==> config.mk <==
export PLATFORM = sky130hd
export DESIGN_NAME = conv_writeback
export DESIGN_NICKNAME = d
export VERILOG_FILES = /design/src/rtl/conv_pkg.sv /design/src/rtl/conv_writeback_pair_fifo.sv /design/src/rtl/conv_writeback.sv
export SDC_FILE = /design/constraint.sdc
export NUM_CORES = 1
export LEC_CHECK = 0
export CAP_MARGIN = 20
export CORE_AREA = 2 2 147 149
export CTS_CLUSTER_DIAMETER = 30
export DETAILED_ROUTE_END_ITERATION = 8
export DIE_AREA = 0 0 149 151
export PLACE_DENSITY = 0.93
export RECOVER_POWER = 50
export SLEW_MARGIN = 20
export SYNTH_ARGS = -nofsm -noshare
export SYNTH_HDL_FRONTEND = slang
export SYNTH_SLANG_ARGS = --single-unit
export TNS_END_PERCENT = 5
==> constraint.sdc <==
create_clock -name i_clk -period 17.8 [get_ports i_clk]
set_input_delay 2.67 -clock i_clk [delete_from_list [all_inputs] [get_ports i_clk]]
set_output_delay 2.67 -clock i_clk [all_outputs]
set_load 0.05 [all_outputs]
==> src/rtl/conv_pkg.sv <==
// Shared types and the requantize helper for the convolution writeback stage.
package conv_pkg;

  localparam int ACC_W_DEF  = 16;
  localparam int DATA_W_DEF = 8;
  localparam int ADDR_W_DEF = 10;

  // Saturation bounds held at the widened (ACC_W+1) requantize width
  localparam logic signed [ACC_W_DEF:0] SAT_MAX = (ACC_W_DEF+1)'(2**(DATA_W_DEF-1) - 1);
  localparam logic signed [ACC_W_DEF:0] SAT_MIN = (ACC_W_DEF+1)'(-(2**(DATA_W_DEF-1)));

  typedef enum logic [2:0] {
    S_IDLE,
    S_WAIT,
    S_WR1,
    S_WR2,
    S_DONE
  } state_t;

  typedef struct packed {
    logic signed [ACC_W_DEF-1:0] sum1;
    logic signed [ACC_W_DEF-1:0] sum2;
    logic [ADDR_W_DEF-1:0]       addr1;
    logic [ADDR_W_DEF-1:0]       addr2;
    logic                        single;
  } pair_t;

  // Rounding arithmetic shift, optional ReLU, saturate to DATA_W.
  // One extra bit of headroom keeps the rounding add from wrapping.
  function automatic logic [DATA_W_DEF-1:0] requant(
    input logic signed [ACC_W_DEF-1:0] sum,
    input logic [2:0]                  shift,
    input logic                        relu
  );
    logic signed [ACC_W_DEF:0] ext;
    logic signed [ACC_W_DEF:0] half;
    logic signed [ACC_W_DEF:0] rnd;
    ext  = {sum[ACC_W_DEF-1], sum};
    half = '0;
    rnd  = ext;
    if (shift != 3'd0) begin
      half = (ACC_W_DEF+1)'(1) << (shift - 3'd1);
      rnd  = (ext + half) >>> shift;
    end
    if (relu && rnd[ACC_W_DEF]) rnd = '0;
    if (rnd > SAT_MAX)      return SAT_MAX[DATA_W_DEF-1:0];
    else if (rnd < SAT_MIN) return SAT_MIN[DATA_W_DEF-1:0];
    else                    return rnd[DATA_W_DEF-1:0];
  endfunction

endpackage

==> src/rtl/conv_writeback_pair_fifo.sv <==
// Small synchronous FIFO of pair records with full/empty/count.
module pair_fifo
  import conv_pkg::*;
#(
  parameter int DEPTH = 4,
  localparam int AW   = $clog2(DEPTH)
) (
  input  logic        clk,
  input  logic        rst,
  input  logic        push,
  input  logic        pop,
  input  pair_t       din,
  output pair_t       head,
  output logic        full,
  output logic        empty,
  output logic [AW:0] count
);

  pair_t         mem [DEPTH];
  logic [AW-1:0] wr_ptr;
  logic [AW-1:0] rd_ptr;
  logic          do_push;
  logic          do_pop;

  assign full    = (count == (AW+1)'(DEPTH));
  assign empty   = (count == '0);
  assign do_push = push && !full;
  assign do_pop  = pop && !empty;
  assign head    = mem[rd_ptr];

  // Storage write; no reset needed, occupancy is tracked by count
  always_ff @(posedge clk) begin
    if (do_push) mem[wr_ptr] <= din;
  end

  // Pointers wrap naturally since DEPTH is a power of two
  always_ff @(posedge clk) begin
    if (rst) begin
      wr_ptr <= '0;
      rd_ptr <= '0;
      count  <= '0;
    end else begin
      if (do_push) wr_ptr <= wr_ptr + 1'b1;
      if (do_pop)  rd_ptr <= rd_ptr + 1'b1;
      case ({do_push, do_pop})
        2'b10:   count <= count + 1'b1;
        2'b01:   count <= count - 1'b1;
        default: count <= count;
      endcase
    end
  end

endmodule

==> src/rtl/conv_writeback.sv <==
// Requantizes accumulator pairs and serialises them onto one write port.
module conv_writeback
  import conv_pkg::*;
#(
  parameter int ACC_W      = ACC_W_DEF,
  parameter int DATA_W     = DATA_W_DEF,
  parameter int ADDR_W     = ADDR_W_DEF,
  parameter int FIFO_DEPTH = 4
) (
  input  logic              i_clk,
  input  logic              i_rst,
  input  logic              i_start,
  input  logic [9:0]        i_total_pairs,
  input  logic [2:0]        i_shift,
  input  logic              i_relu_en,
  input  logic              i_valid,
  output logic              o_ready,
  input  logic [ACC_W-1:0]  i_sum1,
  input  logic [ACC_W-1:0]  i_sum2,
  input  logic [ADDR_W-1:0] i_dest_address1,
  input  logic [ADDR_W-1:0] i_dest_address2,
  input  logic              i_single,
  output logic              o_wr_en,
  output logic [ADDR_W-1:0] o_wr_addr,
  output logic [DATA_W-1:0] o_wr_data,
  output logic              o_busy,
  output logic              o_done
);

  localparam int CW = $clog2(FIFO_DEPTH) + 1;

  state_t            state;
  logic [9:0]        total;
  logic [9:0]        accepted;
  logic [9:0]        written;
  logic [2:0]        shift;
  logic              relu;
  logic [ADDR_W-1:0] last_addr;
  logic [DATA_W-1:0] last_data;

  pair_t             din;
  pair_t             head;
  logic              fifo_full;
  logic              fifo_empty;
  logic [CW-1:0]     fifo_count;

  logic              push;
  logic              pop;
  logic              wr_en;
  logic              last;
  logic              more;
  logic [ACC_W-1:0]  cur_sum;
  logic [ADDR_W-1:0] cur_addr;
  logic [DATA_W-1:0] cur_data;

  assign din = '{sum1: i_sum1, sum2: i_sum2, addr1: i_dest_address1,
                 addr2: i_dest_address2, single: i_single};

  pair_fifo #(.DEPTH(FIFO_DEPTH)) u_fifo (
    .clk   (i_clk),
    .rst   (i_rst),
    .push  (push),
    .pop   (pop),
    .din   (din),
    .head  (head),
    .full  (fifo_full),
    .empty (fifo_empty),
    .count (fifo_count)
  );

  // Full blocks acceptance even when a pop is landing the same cycle
  assign o_ready = (state == S_WAIT || state == S_WR1 || state == S_WR2)
                   && !fifo_full && (accepted < total);
  assign push    = i_valid && o_ready;
  assign wr_en   = (state == S_WR1) || (state == S_WR2);
  assign pop     = (state == S_WR2) || (state == S_WR1 && head.single);
  assign last    = (written == total - 1'b1);
  // Something will sit at the FIFO head next cycle
  assign more    = push || (!fifo_empty && !(pop && fifo_count == CW'(1)));

  assign cur_sum  = (state == S_WR2) ? head.sum2  : head.sum1;
  assign cur_addr = (state == S_WR2) ? head.addr2 : head.addr1;
  assign cur_data = requant(cur_sum, shift, relu);

  assign o_wr_en   = wr_en;
  assign o_wr_addr = wr_en ? cur_addr : last_addr;
  assign o_wr_data = wr_en ? cur_data : last_data;
  assign o_busy    = (state != S_IDLE);
  assign o_done    = (state == S_DONE);

  // Job control FSM with accept/write counters and held write bus
  always_ff @(posedge i_clk) begin
    if (i_rst) begin
      state     <= S_IDLE;
      total     <= '0;
      accepted  <= '0;
      written   <= '0;
      shift     <= '0;
      relu      <= 1'b0;
      last_addr <= '0;
      last_data <= '0;
    end else begin
      if (push) accepted <= accepted + 1'b1;
      if (wr_en) begin
        last_addr <= cur_addr;
        last_data <= cur_data;
      end
      case (state)
        S_IDLE: if (i_start) begin
          total    <= i_total_pairs;
          shift    <= i_shift;
          relu     <= i_relu_en;
          accepted <= '0;
          written  <= '0;
          state    <= (i_total_pairs == '0) ? S_DONE : S_WAIT;
        end
        // A pair landing this cycle is at the head next cycle
        S_WAIT: if (!fifo_empty || push) state <= S_WR1;
        S_WR1: begin
          if (head.single) begin
            written <= written + 1'b1;
            state   <= last ? S_DONE : (more ? S_WR1 : S_WAIT);
          end else begin
            state <= S_WR2;
          end
        end
        S_WR2: begin
          written <= written + 1'b1;
          state   <= last ? S_DONE : (more ? S_WR1 : S_WAIT);
        end
        S_DONE:  state <= S_IDLE;
        default: state <= S_IDLE;
      endcase
    end
  end

endmodule

==> Implementation_results.wiki, run 1 <==
{| class="wikitable"
! Metric !! Value
|-
| Worst slew margin relative to its limit || -0.5279
|-
| Final cell utilization of the core || 0.7564
|-
| Via count of the first global-routing pass || 9319
|-
| Cell at the root of the clock tree || sky130_fd_sc_hd__clkbuf_16
|-
| Commonest register cell after synthesis || sky130_fd_sc_hd__edfxtp_1
|-
| Top post-synthesis cells by count || sky130_fd_sc_hd__edfxtp_1 (212), sky130_fd_sc_hd__nand2_1 (111), sky130_fd_sc_hd__nor2_1 (80)
|-
| Placer congestion estimate || roughly 0.91
|-
| Worst hold start || total[1]
|-
| Async set or reset register ratio after synthesis || 0
|-
| CTS sink cnt || between 200 and 300
|-
| Capture endpoint of the worst hold path || total[1]
|-
| RSZ-0062 raised after global routing || no
|-
| Total number of nets in the final design || 1205
|-
| Hold WS || slightly below 0.5 ns
|-
| Kind of critical path || reg -> out
|-
| Share of the synthesized area in the top cell type || 0.4859
|-
| Via Count || 9288
|-
| Maximum clock path buffer count || 3
|-
| Fraction of final layout cells sized beyond drive strength 1 || 0.1474
|-
| Worst-Margin Slew || 2.292 ns
|-
| Sequential share of the synthesized area || 0.5837
|-
| R2r startpoint || state[0]
|-
| WL final || 34200 um
|-
| Number of stages on the worst hold path || 2
|-
| TritonRoute pass-1 iters || 6
|-
| Clk_lat worst skew || ~0.54 ns
|-
| Synthesized area per cell || 13.05 um^2
|-
| Worst clock skew || about 0.028 ns
|-
| Cell with the most instances after synthesis || sky130_fd_sc_hd__edfxtp_1
|-
| Global-route wire length before repair || roughly 53000 um
|-
| Cells resized by post-CTS repair || 0
|-
| Sort of element at the start of the critical path || flip-flop
|-
| Area of the die || around 22000 um^2
|-
| Pwr dens || 138.8 nW/um^2
|-
| Largest cells by area after synthesis || sky130_fd_sc_hd__edfxtp_1 (49%), sky130_fd_sc_hd__dfxtp_1 (9.8%), sky130_fd_sc_hd__mux4_2 (9.1%)
|-
| Number of remaining DRC errors || 0
|-
| Count of state elements after synthesis || 276
|-
| HPWL after detailed placement || between 15000 and 20000 um
|-
| Worst setup slack for register-to-register paths || 11.63 ns
|-
| Critical register-to-register path endpoint || last_data[1]
|-
| IO Port Bufs || between 90 and 100
|-
| Count of pins on the block boundary || 93
|-
| Clock tree from TritonCTS || yes
|-
| GRT Residual Overflow || 0
|-
| Clock H-tree levels || 2
|-
| Number of CTS-inserted buffers || 44
|-
| Number of maximum-capacitance constraint violations || 1
|-
| Post-route total power || 2.187 mW
|-
| Number of rows in the core area || 53
|-
| Hold-fix buffers at CTS || 0
|-
| Count of buffers added by post-CTS timing repair for setup || 0
|-
| Critical path fanouts, max || 19
|-
| Netlist area before placement || 13100 um^2
|-
| Clock-pin transition on the worst setup and hold timing paths || 0.05 ns
|-
| Final Cycle Share || 0.5535
|-
| Number of hold violations in the final report || 0
|-
| Fin. max-slew vios || 49
|-
| Setup TNS || 0 ns
|-
| Count of yosys warnings during synthesis || 0
|-
| Antenna violations before repair || 4
|-
| Maximum frequency from static timing analysis || 101.5 MHz
|-
| Hold/Removal Path Class || reg -> reg
|-
| Synthesized netlist cell count || 1004
|-
| Average wire per standard cell || roughly 24 um
|-
| Die Y-Extent || 151 um
|-
| Count of unique library cells instantiated by Yosys || 79
|-
| Depth of the worst register-to-register path || 17
|-
| Final Setup Violations || 0
|-
| Die width || 149 um
|-
| Area inside the core boundary || around 21000 um^2
|-
| Layout Area Growth over Synthesis || 20.21%
|-
| Element type at the critical path end || output port
|-
| Number of fill cells || 1162
|-
| Failing checks || capacitance limit, slew limit
|-
| Crit path DAT || slightly above 7 ns
|-
| Antenna-violating nets left || 0
|-
| Worst-case vdd ir drop || 0.0001270 V
|-
| Starting utilization of the core area || 0.6293
|-
| Number of synthesized flops with an enable pin || 212
|-
| P_leak || 5.397 nW
|-
| Drt first-iter violations || 1077
|-
| Mapped Nets || about 1100
|-
| Outcome || complete, but fails checks
|-
| Number of vias per cell || 6.545
|-
| Pin count of the biggest net entering global routing || 54
|-
| Data required, critical path || 15.13 ns
|-
| Overall global routing resource usage || 0.3122
|-
| Largest area contributor in the netlist || sky130_fd_sc_hd__edfxtp_1
|-
| Final period demand of the worst path || slightly below 10 ns
|}
worst max path at each step:
stage / from / to / slack, ns / cells after the start
floorplan: flip-flop / o_wr_data[0] / 9.68 / 21
global placement: state[0] / o_wr_data[6] / 8.94 / 18
detailed placement: state[0] / o_wr_data[2] / 8.75 / 18
CTS: state[0] / o_wr_data[2] / 8.01 / 18
global route: state[0] / o_wr_data[2] / 7.58 / 18
finish: state[0] / o_wr_data[6] / 7.95 / 18
report_power, final:
| group | switching, mW | total [mW] | internal (mW) |
|---|---|---|---|
| logic | 0.341 | 0.532 | 0.192 |
| clock network | 0.317 | 0.872 | 0.555 |
| registers | 0.0321 | 0.782 | 0.750 |
| total | 0.690 | 2.19 | 1.50 |
through the flow:
step	std cells	instance area, um^2	worst slack [ns]
after detailed placement	1333	14220	8.748
final	1419	15750	7.947
after global routing	1419	15750	7.585
after floorplan	1004	13100	9.679
after CTS	1415	15740	8.005
after global placement	1333	14220	8.937
routing by layer:
| layer | global-route usage | vias to the layer above | routed length, um | share of wire |
|---|---|---|---|---|
| met2 | 0.5286 | 595 | 17300 | 0.51 |
| met4 | 0.1195 | 0 | 1113 | 0.033 |
| met5 | 0 | - | 0 | 0 |
| li1 | - | 4056 | - | - |
| met3 | 0.05663 | 99 | 3132 | 0.092 |
| met1 | 0.4061 | 4538 | 12660 | 0.37 |
cells in the final DEF, fill, tap and decap left out, drive strengths merged, types with 6 or more instances in the layout:
cell type,synthesis,routed
edfxtp,212,212
nand2,111,111
nor2,80,80
dfxtp,64,64
a21oi,56,56
mux4,55,55
dlygate4sd3,0,53
clkbuf,26,49
clkdlybuf4s50,0,38
inv,25,32
o21ai,30,30
ha,29,29
mux2i,27,27
xor2,23,23
xnor2,21,21
nand3,19,19
clkinv,1,19
a211oi,17,17
nor3,16,16
nor2b,13,13
a21o,11,11
nand4,11,11
and2,11,11
nand2b,10,10
buf,22,10
or3,9,9
and3,9,9
o211ai,7,7
a31oi,7,7
nor4,7,7
o31ai,6,6
bufinv,0,6
registers in the layout, indices dropped and copies added, names as in the netlist, named ones only:
signal	count
u_fifo.mem	212
accepted	10
last_addr	10
total	10
written	10
last_data	8
shift	3
state	3
u_fifo.count	3
u_fifo.rd_ptr	2
u_fifo.wr_ptr	2
relu	1
worst max-delay path, cell delays in order, from the launching register on:
cell                              delay, ns
sky130_fd_sc_hd__dfxtp_1               1.03
sky130_fd_sc_hd__and3b_1               0.83
sky130_fd_sc_hd__nand2_1               0.14
sky130_fd_sc_hd__nand2_1               0.15
sky130_fd_sc_hd__ha_1                  0.22
sky130_fd_sc_hd__inv_1                 0.09
sky130_fd_sc_hd__fa_1                  0.43
sky130_fd_sc_hd__nand2b_1              0.24
sky130_fd_sc_hd__a211oi_1              0.36
sky130_fd_sc_hd__nor2_1                0.18
sky130_fd_sc_hd__o32ai_2               0.41
sky130_fd_sc_hd__a211o_1               0.16
sky130_fd_sc_hd__o31ai_1               0.08
sky130_fd_sc_hd__or4_4                 0.53
sky130_fd_sc_hd__nor4_2                0.30
sky130_fd_sc_hd__a311o_2               0.27
sky130_fd_sc_hd__nand4_1               0.17
sky130_fd_sc_hd__a21oi_1               0.21
sky130_fd_sc_hd__clkdlybuf4s50_1       0.82
cells by family after synthesis:
logic type	after synthesis	synth area share
and+or+nand+nor	309	0.1131
AOI/OAI and AO/OA	184	0.09779
DFF	276	0.5837
muxes	87	0.1219
adders and majority gates	30	0.02922
xor gates and xnor gates	44	0.02941
buffers and inverters	74	0.02492
cell type report:
cell class,instances,area (um^2),area share
Sequential cell,276,7652,0.4859
Multi-Input combinational cell,654,5134,0.3259
Clock buffer,48,1137,0.07221
Timing Repair Buffer,102,989.7,0.06284
Clock inverter,34,385.4,0.02447
Tap cell,275,344.1,0.02185
Inverter,26,97.59,0.006196
Antenna cell,4,10.01,0.0006355
Note: power is estimated with default switching activity, not from simulation.
==> run 2: changes to the inputs <==
Settings changed: CORE_AREA 2 2 147 149 to 2 2 161 163, DIE_AREA 0 0 149 151 to 0 0 163 165, PLACE_DENSITY 0.93 to 0.84.
Clock period 17.8 ns to 8.68 ns, I/O delays scaled along.
==> run 2 against run 1 <==
Highest routed layer unchanged. Routed wire length decreased by 12%. Global-route usage decreased by 8.9 points. Sequential power increased by 100%. Register-to-register slack got worse by 8.3 ns. Sequential share of layout area decreased by 0.56 points. Worst hold slack got worse by 0.017 ns. Worst setup slack got worse by 7.1 ns. Clock skew increased by 0.019 ns. Sequential cell count unchanged. Cell count increased by 4.2%. First-iteration DRC count decreased by 19%. The flow now finishes without violations. Utilization decreased by 12 points.
==> Implementation_results.wiki, run 2 (same netlist as run 1, synthesis figures left out) <==
{| class="wikitable"
! Metric !! Value
|-
| Outcome || completed
|-
| Overall global routing resource usage || 0.2236 (-0.08863)
|-
| Die width || 163 um (+9.4%)
|-
| Clock tree from TritonCTS || yes
|-
| Final antenna diode count || 0 (-4)
|-
| DP Area || 14320 um^2 (+0.70%)
|-
| Area of the die || 26900 um^2 (+20%)
|-
| Commonest non-fill, non-tap cell in the layout || sky130_fd_sc_hd__edfxtp_1
|-
| Critical path fanouts, max || 14 (-5)
|-
| CTS sink cnt || 276 (unchanged)
|-
| Setup TNS || 0 ns (unchanged)
|-
| Final period demand of the worst path || 7.854 ns
|-
| Top library cells by usage in the layout, fill and taps aside || sky130_fd_sc_hd__edfxtp_1 (212), sky130_fd_sc_hd__nand2_1 (111), sky130_fd_sc_hd__nor2_1 (80), sky130_fd_sc_hd__dfxtp_1 (62)
|-
| Hold/Removal Path Class || reg -> reg
|-
| Fin. max-slew vios || 0 (-100%)
|-
| Clock H-tree levels || 2 (unchanged)
|-
| Worst clock skew || 0.04749 ns (+0.01939 ns)
|-
| Global-route wire length before repair || 46690 um (-12%)
|-
| Via count of the first global-routing pass || 8741 (-6.2%)
|-
| Via Count || 8894 (-4.2%)
|-
| Worst setup slack for register-to-register paths || 3.30 ns (-8.33 ns)
|-
| Pin count of the biggest net entering global routing || 54 (unchanged)
|-
| P_leak || 5.461 nW (+1.2%)
|-
| Antenna violations before repair || 0 (-4)
|-
| WL final || 29940 um (-12%)
|-
| Placer congestion estimate || 0.8984 (-0.94%)
|-
| Number of CTS-inserted buffers || 47 (+6.8%)
|-
| Count of buffers added by post-CTS timing repair for setup || 0 (unchanged)
|-
| Number of vias per cell || 6.014 (-8.1%)
|-
| Antenna-violating nets left || 0 (unchanged)
|-
| Number of rows in the core area || 58 (+9.4%)
|-
| Starting utilization of the core area || 0.5233 (-0.1059)
|-
| HPWL after detailed placement || 18820 um (-4.4%)
|-
| Kind of critical path || reg -> out
|-
| Maximum frequency from static timing analysis || around 130 MHz
|-
| Drt first-iter violations || 870 (-19%)
|-
| Worst-Margin Slew || 1.075 ns (-1.217 ns)
|-
| R2r startpoint || state[1]
|-
| Final Setup Violations || 0 (unchanged)
|-
| Data required, critical path || 7.38 ns (-7.75 ns)
|-
| Total number of nets in the final design || 1212 (+0.58%)
|-
| Number of remaining DRC errors || 0 (unchanged)
|-
| Element type at the critical path end || output port
|-
| Hold-fix buffers at CTS || 0 (unchanged)
|-
| Fraction of final layout cells sized beyond drive strength 1 || 0.1558 (+0.008419)
|-
| Number of stages on the worst hold path || 2 (unchanged)
|-
| Number of hold violations in the final report || 0 (unchanged)
|-
| RSZ-0062 raised after global routing || no
|-
| Maximum clock path buffer count || 3 (unchanged)
|-
| Flip-flop count of the largest register after layout || 212 (unchanged)
|-
| Crit path DAT || 6.55 ns (-0.63 ns)
|-
| Average wire per standard cell || 20.24 um (-16%)
|-
| Layout Area Growth over Synthesis || 21.62%
|-
| Final Cycle Share || 0.9049
|-
| Final cell utilization of the core || 0.6365 (-0.1199)
|-
| Worst-case vdd ir drop || 0.0001887 V (+49%)
|-
| Final standard cell area without fillers || 15940 um^2 (+1.2%)
|-
| GRT Residual Overflow || 0 (unchanged)
|-
| Worst slew margin relative to its limit || 0.2834 (+0.8113)
|-
| Area inside the core boundary || 25040 um^2 (+20%)
|-
| Pwr dens || 282.1 nW/um^2 (+100%)
|-
| Post-route total power || 4.495 mW (+110%)
|-
| Worst hold start || last_data[7]
|-
| Cells resized by post-CTS repair || 0 (unchanged)
|-
| Die Y-Extent || 165 um (+9.3%)
|-
| Count of pins on the block boundary || 93 (unchanged)
|-
| Number of maximum-capacitance constraint violations || 0 (-1)
|-
| IO Port Bufs || 92 (unchanged)
|-
| Critical register-to-register path endpoint || last_data[1]
|-
| TritonRoute pass-1 iters || 5 (-1)
|-
| Cell at the root of the clock tree || sky130_fd_sc_hd__clkbuf_16
|-
| Clock-pin transition on the worst setup and hold timing paths || 0.05 ns (about the same)
|-
| Clk_lat worst skew || 0.56 ns (+0.02 ns)
|-
| Sort of element at the start of the critical path || flip-flop
|-
| Depth of the worst register-to-register path || 17 (unchanged)
|-
| Top register by number of flip-flops || u_fifo.mem
|-
| Capture endpoint of the worst hold path || last_data[7]
|}
-- run 2: worst max path at each step --
stage	start	end	slack, ns
after detailed placement	state[1]	o_wr_data[6]	1.56
final	state[1]	o_wr_data[6]	0.83
after global routing	state[1]	o_wr_data[6]	0.38
after floorplan	flip-flop	o_wr_data[0]	1.93
after global placement	flip-flop	o_wr_data[6]	1.56
after CTS	flip-flop	o_wr_data[4]	0.94
-- run 2: routing by layer --
metal,share of wire,vias to the layer above,track usage
li1,-,4062,-
met1,0.43,4371,0.3003
met2,0.48,385,0.3648
met3,0.074,76,0.04997
met4,0.024,0,0.07200
met5,0,-,0
-- run 2: area by class of cell --
class | count | area [um^2]
sequential | 276 | 7652
timing repair buffer | 106 | 1021
clock buffer | 59 | 1251
multi-input combinational | 654 | 5135
tap | 330 | 412.9
clock inverter | 28 | 365.4
fill | 1787 | 9101
inverter | 26 | 97.59
-- run 2: where the power goes --
part | total [mW] | internal [mW] | switching (mW)
Clock | 1.84 | 1.21 | 0.632
Combinational | 1.07 | 0.392 | 0.673
Sequential | 1.59 | 1.54 | 0.0519
Total | 4.49 | 3.14 | 1.36
-- run 2: through the flow --
stage / hold WS, ns / setup slack (ns) / instances
after global routing: 0.4904 / 0.3827 / 1479
after global placement: 0.4552 / 1.556 / 1392
final: 0.4693 / 0.8258 / 1479
after detailed placement: 0.4664 / 1.562 / 1392
after floorplan: 0.4443 / 1.927 / 1004
after CTS: 0.4707 / 0.9360 / 1479
-- run 2: worst max-delay path, stage by stage, from the launching register on --
cell and delay (ns):
sky130_fd_sc_hd__dfxtp_1 0.44, sky130_fd_sc_hd__and3b_1 0.75, sky130_fd_sc_hd__nand2_1 0.10, sky130_fd_sc_hd__nand2_1 0.15, sky130_fd_sc_hd__ha_1 0.21, sky130_fd_sc_hd__inv_1 0.06, sky130_fd_sc_hd__fa_1 0.39, sky130_fd_sc_hd__nand2b_1 0.20
sky130_fd_sc_hd__a211oi_1 0.43, sky130_fd_sc_hd__nor2_1 0.21, sky130_fd_sc_hd__o41ai_1 0.68, sky130_fd_sc_hd__a211oi_1 0.16, sky130_fd_sc_hd__a2111oi_0 0.42, sky130_fd_sc_hd__nand2_1 0.13, sky130_fd_sc_hd__nor4_2 0.18, sky130_fd_sc_hd__a311o_2 0.27
sky130_fd_sc_hd__nand4_1 0.17, sky130_fd_sc_hd__a21oi_1 0.21, sky130_fd_sc_hd__clkdlybuf4s50_1 0.82
